$ cat src/rtl/dmem_pkg.sv
// Shared types and helpers for the synchronous data memory.
// Holds the FSM state encoding, a constant-time log2, and the request range/alignment check.
package dmem_pkg;

   typedef enum logic [0:0] {
      ST_CLEAR = 1'b0,
      ST_RUN   = 1'b1
   } state_t;

   function automatic int unsigned clog2(input int unsigned val);
      int unsigned res;
      res = 0;
      for (int unsigned i = 0; i < 32; i++) begin
         if ((64'd1 << i) < 64'(val)) res = i + 1;
      end
      return res;
   endfunction

   // Misaligned (nonzero byte offset) or beyond the last byte of the array.
   function automatic logic addr_err(input logic [63:0] addr,
                                     input int unsigned bytes,
                                     input int unsigned depth);
      logic [63:0] w_mask;
      logic [63:0] w_lim;
      w_mask = 64'(bytes) - 64'd1;
      w_lim  = 64'(bytes) * 64'(depth);
      return ((addr & w_mask) != 64'd0) || (addr >= w_lim);
   endfunction

endpackage

$ cat src/rtl/dmem_array.sv
// Single-port word storage: synchronous read-before-write, byte-lane write enables.
// Deliberately has no reset so it maps onto a RAM macro.
module dmem_array #(
   parameter int unsigned DATA_W = 32,
   parameter int unsigned DEPTH  = 64,
   parameter int unsigned IDX_W  = 6
) (
   input  logic                  clk,
   input  logic                  we,
   input  logic [DATA_W/8-1:0]   be,
   input  logic [IDX_W-1:0]      idx,
   input  logic [DATA_W-1:0]     wdata,
   output logic [DATA_W-1:0]     rdata
);

   localparam int unsigned BYTES = DATA_W / 8;

   logic [DATA_W-1:0] r_mem [DEPTH];

   always_ff @(posedge clk) begin
      rdata <= r_mem[idx];
      if (we) begin
         for (int b = 0; b < int'(BYTES); b++) begin
            if (be[b]) r_mem[idx][b*8 +: 8] <= wdata[b*8 +: 8];
         end
      end
   end

endmodule

$ cat src/rtl/dmem_sync.sv
// Synchronous data memory with valid/ready request channel and one-cycle registered response.
// A clear sequence zeroes every word after reset or on clr before requests are served.
module dmem_sync
   import dmem_pkg::*;
#(
   parameter int unsigned DATA_W = 32,
   parameter int unsigned DEPTH  = 64,
   parameter int unsigned ADDR_W = 32
) (
   input  logic                  clk,
   input  logic                  rst,
   input  logic                  clr,
   input  logic                  req_valid,
   output logic                  req_ready,
   input  logic                  req_we,
   input  logic [ADDR_W-1:0]     req_addr,
   input  logic [DATA_W-1:0]     req_wdata,
   input  logic [DATA_W/8-1:0]   req_be,
   output logic                  resp_valid,
   output logic [DATA_W-1:0]     resp_rdata,
   output logic                  resp_err,
   output logic                  init_done
);

   localparam int unsigned BYTES = DATA_W / 8;
   localparam int unsigned OFF_W = clog2(BYTES);
   localparam int unsigned IDX_W = clog2(DEPTH);

   state_t               r_state;
   state_t               w_state_nx;
   logic [IDX_W-1:0]     r_cnt;
   logic [IDX_W-1:0]     w_cnt_nx;
   logic                 r_init_done;
   logic                 w_init_nx;
   logic                 r_resp_valid;
   logic                 r_resp_err;
   logic                 r_rd_ok;
   logic                 w_resp_valid_nx;
   logic                 w_resp_err_nx;
   logic                 w_rd_ok_nx;

   logic                 w_acc;
   logic                 w_err;
   logic [IDX_W-1:0]     w_req_idx;

   logic                 w_mem_we;
   logic [BYTES-1:0]     w_mem_be;
   logic [IDX_W-1:0]     w_mem_idx;
   logic [DATA_W-1:0]    w_mem_wdata;
   logic [DATA_W-1:0]    w_mem_rdata;

   assign req_ready = (r_state == ST_RUN) && !clr;
   assign w_acc     = req_valid && req_ready;
   assign w_err     = addr_err(64'(req_addr), BYTES, DEPTH);
   assign w_req_idx = req_addr[OFF_W +: IDX_W];

   always_ff @(posedge clk or negedge rst) begin
      if (!rst) begin
         r_state      <= ST_CLEAR;
         r_cnt        <= '0;
         r_init_done  <= 1'b0;
         r_resp_valid <= 1'b0;
         r_resp_err   <= 1'b0;
         r_rd_ok      <= 1'b0;
      end else begin
         r_state      <= w_state_nx;
         r_cnt        <= w_cnt_nx;
         r_init_done  <= w_init_nx;
         r_resp_valid <= w_resp_valid_nx;
         r_resp_err   <= w_resp_err_nx;
         r_rd_ok      <= w_rd_ok_nx;
      end
   end

   always_comb begin
      w_state_nx      = r_state;
      w_cnt_nx        = r_cnt;
      w_init_nx       = r_init_done;
      w_mem_we        = 1'b0;
      w_mem_be        = '0;
      w_mem_idx       = w_req_idx;
      w_mem_wdata     = req_wdata;
      w_resp_valid_nx = w_acc;
      w_resp_err_nx   = w_acc && w_err;
      w_rd_ok_nx      = w_acc && !req_we && !w_err;

      case (r_state)
         ST_CLEAR: begin
            w_mem_we    = 1'b1;
            w_mem_be    = '1;
            w_mem_idx   = r_cnt;
            w_mem_wdata = '0;
            w_cnt_nx    = r_cnt + IDX_W'(1);
            if (r_cnt == IDX_W'(DEPTH - 1)) begin
               w_state_nx = ST_RUN;
               w_init_nx  = 1'b1;
            end
         end
         ST_RUN: begin
            if (clr) begin
               w_state_nx = ST_CLEAR;
               w_cnt_nx   = '0;
               w_init_nx  = 1'b0;
            end else if (w_acc && req_we && !w_err) begin
               w_mem_we = 1'b1;
               w_mem_be = req_be;
            end
         end
         default: begin
            w_state_nx = ST_CLEAR;
            w_cnt_nx   = '0;
            w_init_nx  = 1'b0;
         end
      endcase
   end

   dmem_array #(
      .DATA_W (DATA_W),
      .DEPTH  (DEPTH),
      .IDX_W  (IDX_W)
   ) u_array (
      .clk   (clk),
      .we    (w_mem_we),
      .be    (w_mem_be),
      .idx   (w_mem_idx),
      .wdata (w_mem_wdata),
      .rdata (w_mem_rdata)
   );

   // RAM output is only exposed for a clean read; writes, errors and idle cycles show 0.
   assign resp_rdata = w_mem_rdata & {DATA_W{r_rd_ok}};
   assign resp_valid = r_resp_valid;
   assign resp_err   = r_resp_err;
   assign init_done  = r_init_done;

endmodule

$ cat config.mk
export PLATFORM = sky130hd
export DESIGN_NAME = dmem_sync
export DESIGN_NICKNAME = d
export VERILOG_FILES = /design/src/rtl/dmem_pkg.sv /design/src/rtl/dmem_array.sv /design/src/rtl/dmem_sync.sv
export SDC_FILE = /design/constraint.sdc
export NUM_CORES = 2
export LEC_CHECK = 0
export CORE_ASPECT_RATIO = 0.6
export CORE_MARGIN = 1
export CORE_UTILIZATION = 40
export CTS_CLUSTER_SIZE = 10
export DETAILED_ROUTE_END_ITERATION = 16
export DONT_BUFFER_PORTS = 1
export PLACE_DENSITY_LB_ADDON = 0.1
export SLEW_MARGIN = 20
export SYNTH_ARGS = -nofsm -noshare
export SYNTH_HDL_FRONTEND = slang
export SYNTH_SLANG_ARGS = --single-unit
$ cat constraint.sdc
create_clock -name clk -period 3.9 [get_ports clk]
set_clock_uncertainty 0.05 [all_clocks]
set_input_delay 0.39 -clock clk [delete_from_list [all_inputs] [get_ports clk]]
set_output_delay 0.39 -clock clk [all_outputs]
set_load 0.01 [all_outputs]
==> results.cfg <==
[synth]
ys_seq_elements = 2091
synth_top_area_frac = 0.772
netlist_area_sq_um = 79700
synth_edf_count = 2048
synth-warning-count = 0
synth_compound_area_frac = 0.126
synth_fa_ha_area_frac = 0.000157
synthFlopType = edfxtp_1
synth_xor_area_frac = 0.000110
syn_avg_cell_area_sq_um = 16.0
synth_commonest_cells = edfxtp_1 (2048), o21ai_0 (779), a22oi_1 (377)
synth.top_cells.by_area = edfxtp_1 (77%), o21ai_0 (4.9%), a22oi_1 (3.6%)
synthDistinctLibCells = 50
synth_nets = 5063
syn_inst = 4989
asyncSetResetFlopFracSynth = 0.00526
synthMostInstantiatedCell = edfxtp_1
muxShareOfSynthArea = 0.00116
synth_top_family_by_area = compound AO/OA/AOI/OAI gates
yosysSeqAreaShare = 0.783
synth.largest_area_cell = edfxtp_1
synthSimpleGateAreaFrac = 0.0671

[routing]
dr_total_vias = 49400
routed_wirelength_mm = 261
dr.pass1.iters = 6
drtAntennaViolNets = 0
drc = 0
avgRoutedWirePerCell_microns = 32.4
avgViaCountPerCell = 6.13
drt_iter0_drc = 6338

[place]
dp_hpwl_mm = 160
gp_congestion = 0.839
placed_cells = 7676
portBuffers = 0

[cells_and_area]
area_growth_pct = 16.4
stdcell_count = 8054
drive_gt1_frac = 0.160
n_fill_cell = 17000
fin_nets = 5374

[critical_path]
endpoint_kind = register
crit_arrival_ns = 4.31
crit_required_ns = 4.40
critPathMaxFanout = 40
path_class = primary input to register
start_kind = primary input
r2r_start = r_state
max_stage_delay_ns = 0.70
r2r_slack_ns = 0.14
cpMostUsedCell = dlygate4sd3_1
r2r-end = u_array.rdata[18]
crit_path_cell_trace = dlygate4sd3_1, nor4_1, dlygate4sd3_1, nand3_1, dlygate4sd3_1, nor2_1, and3_1, buf_4, a21oi_4, buf_12, nor3_1, buf_4
slowest_stage = nor3_1
r2r_cells = 9

[die]
io_pins = 109
dieArea_sq_um = 201000
die_x_microns = 578
core_sq_um = 197000
num_rows = 126
start_util = 0.404
die_h_microns = 348

[hold_path]
hold_path_class = primary input to register
hp-start = req_wdata[30]
min_to = u_array.r_mem[62][30]
hold_depth = 1

[grt]
grt_pass1_vias = 46600
grt-ovfl-total = 0
grt_usage = 0.255
grt_antenna_before_repair = 23
grt_max_degree = 89
grt_first_pass_wirelength_mm = 368

[timing]
holdWs_ns = 0.0692
setup_tns_ns = 0
rsz0062_at_grt = no
max_slew.worst_pin.slew_ns = 1.12
post-route-period-util = 0.978
max_slew_margin = 0.256
final-setup-viol-count = 0
final-max-slew-violation-count = 0
hold_violations = 0
finalCriticalPeriod_ns = 3.81
max_freq_mhz = 262

[clock_network]
clk_pin_slew_ns = 0.06
cts_tree = built
root_buffer = clkbuf_16
cts_sinks = 2091
cts_max_level = 4
insertion_delay_ns = 0.88
cts_buffers = 235
clk_path_buf_depth = 4
post_cts_buffers = 0

[power_and_ir_drop]
p_per_area_nw_per_um2 = 728
leakage_nw = 29.1
peakVddDrop_mv = 0.463

[run]
cap_violations = 0

[outcome]
status = finished, final reports clean
==> cells by family after synthesis <==
group,after synthesis
AOI/OAI and AO/OA,1561
xor gates and xnor gates,1
adders and majority gates,1
buffers and inverters,427
DFF,2091
muxes,9
and+or+nand+nor,899
==> cells in the final DEF, fill, tap and decap left out, drive strengths merged, types with 7 or more instances in the layout <==
cell type	count
edfxtp	2048
o21ai	780
buf	484
a22oi	377
nor3	371
clkbuf	357
a22o	255
and4	126
nand4	121
nand3	82
o22ai	75
and2	64
nand2	44
dfxtp	32
or4	30
nor2	20
o2bb2ai	18
a21oi	14
dlygate4sd3	11
dfrtp	11
a21o	9
a31oi	9
nor4bb	9
or2	8
a222oi	8
nor4	8
mux2i	7
==> timing repair <==
item / 4_1_cts / 5_1_grt
hold buffers: 11 / 0
setup endpoints to repair: 0 / 5
gates resized for setup: 0 / 1
endpoints found under the hold margin: 33 / 0
==> cell type report <==
type	instances	area, sq um	share of cell area
Clock buffer	357	6420	0.0692
Multi-Input combinational cell	2471	16100	0.173
Sequential cell	2091	62400	0.673
Tap cell	2624	3280	0.0354
Antenna cell	6	15.0	0.000162
Inverter	6	22.5	0.000243
Timing Repair Buffer	495	4500	0.0485
Clock inverter	4	45.0	0.000485
==> critical path: cells and delay by family <==
kind | cells | cell delay [ns]
buffers and inverters | 6 | 2.40
AO/OA/AOI/OAI | 1 | 0.06
AND/OR/NAND/NOR | 5 | 1.41
==> through the flow <==
step / utilization / worst slack, ns / power (mW) / area (sq um)
final: 0.470 / 0.0871 / 67.6 / 92800
after global routing: 0.470 / 0.000380 / 69.9 / 92800
after CTS: 0.470 / 0.117 / 67.7 / 92700
after detailed placement: 0.437 / 0.377 / 48.1 / 86100
after global placement: 0.435 / 0.189 / 48.1 / 85900
after floorplan: - / 0.881 / 37.7 / 79700
==> report_power, final <==
| part | internal [mW] | switching, mW |
|---|---|---|
| combinational | 6.43 | 14.3 |
| clock | 11.1 | 8.53 |
| sequential | 26.7 | 0.554 |
| total | 44.2 | 23.4 |
==> worst max path at each step <==
stage	endpoint	start	slack (ns)
detailed placement	u_array.rdata[18]	r_state	0.38
global placement	u_array.r_mem[37][11]	r_state	0.19
CTS	u_array.r_mem[11][13]	req_addr[8]	0.12
global route	u_array.r_mem[52][7]	req_addr[8]	0.0004
floorplan	u_array.r_mem[0][16]	req_addr[2]	0.88
finish	u_array.r_mem[36][13]	req_addr[8]	0.09
==> metal layers <==
| metal | vias up | part of all wire | GRT usage |
|---|---|---|---|
| met5 | - | 0.000077 | 0 |
| met3 | 272 | 0.089 | 0.0474 |
| met1 | 25900 | 0.47 | 0.411 |
| met2 | 2310 | 0.42 | 0.358 |
| li1 | 20900 | - | - |
| met4 | 2 | 0.015 | 0.0456 |
==> flip-flops by register name, summed over array words and instances, names as in the netlist <==
register       cells
init_done          1
r_cnt              6
r_rd_ok            1
r_state            1
resp_err           1
resp_valid         1
u_array.r_mem   2048
u_array.rdata     32
(Power assumes the default switching activity.)
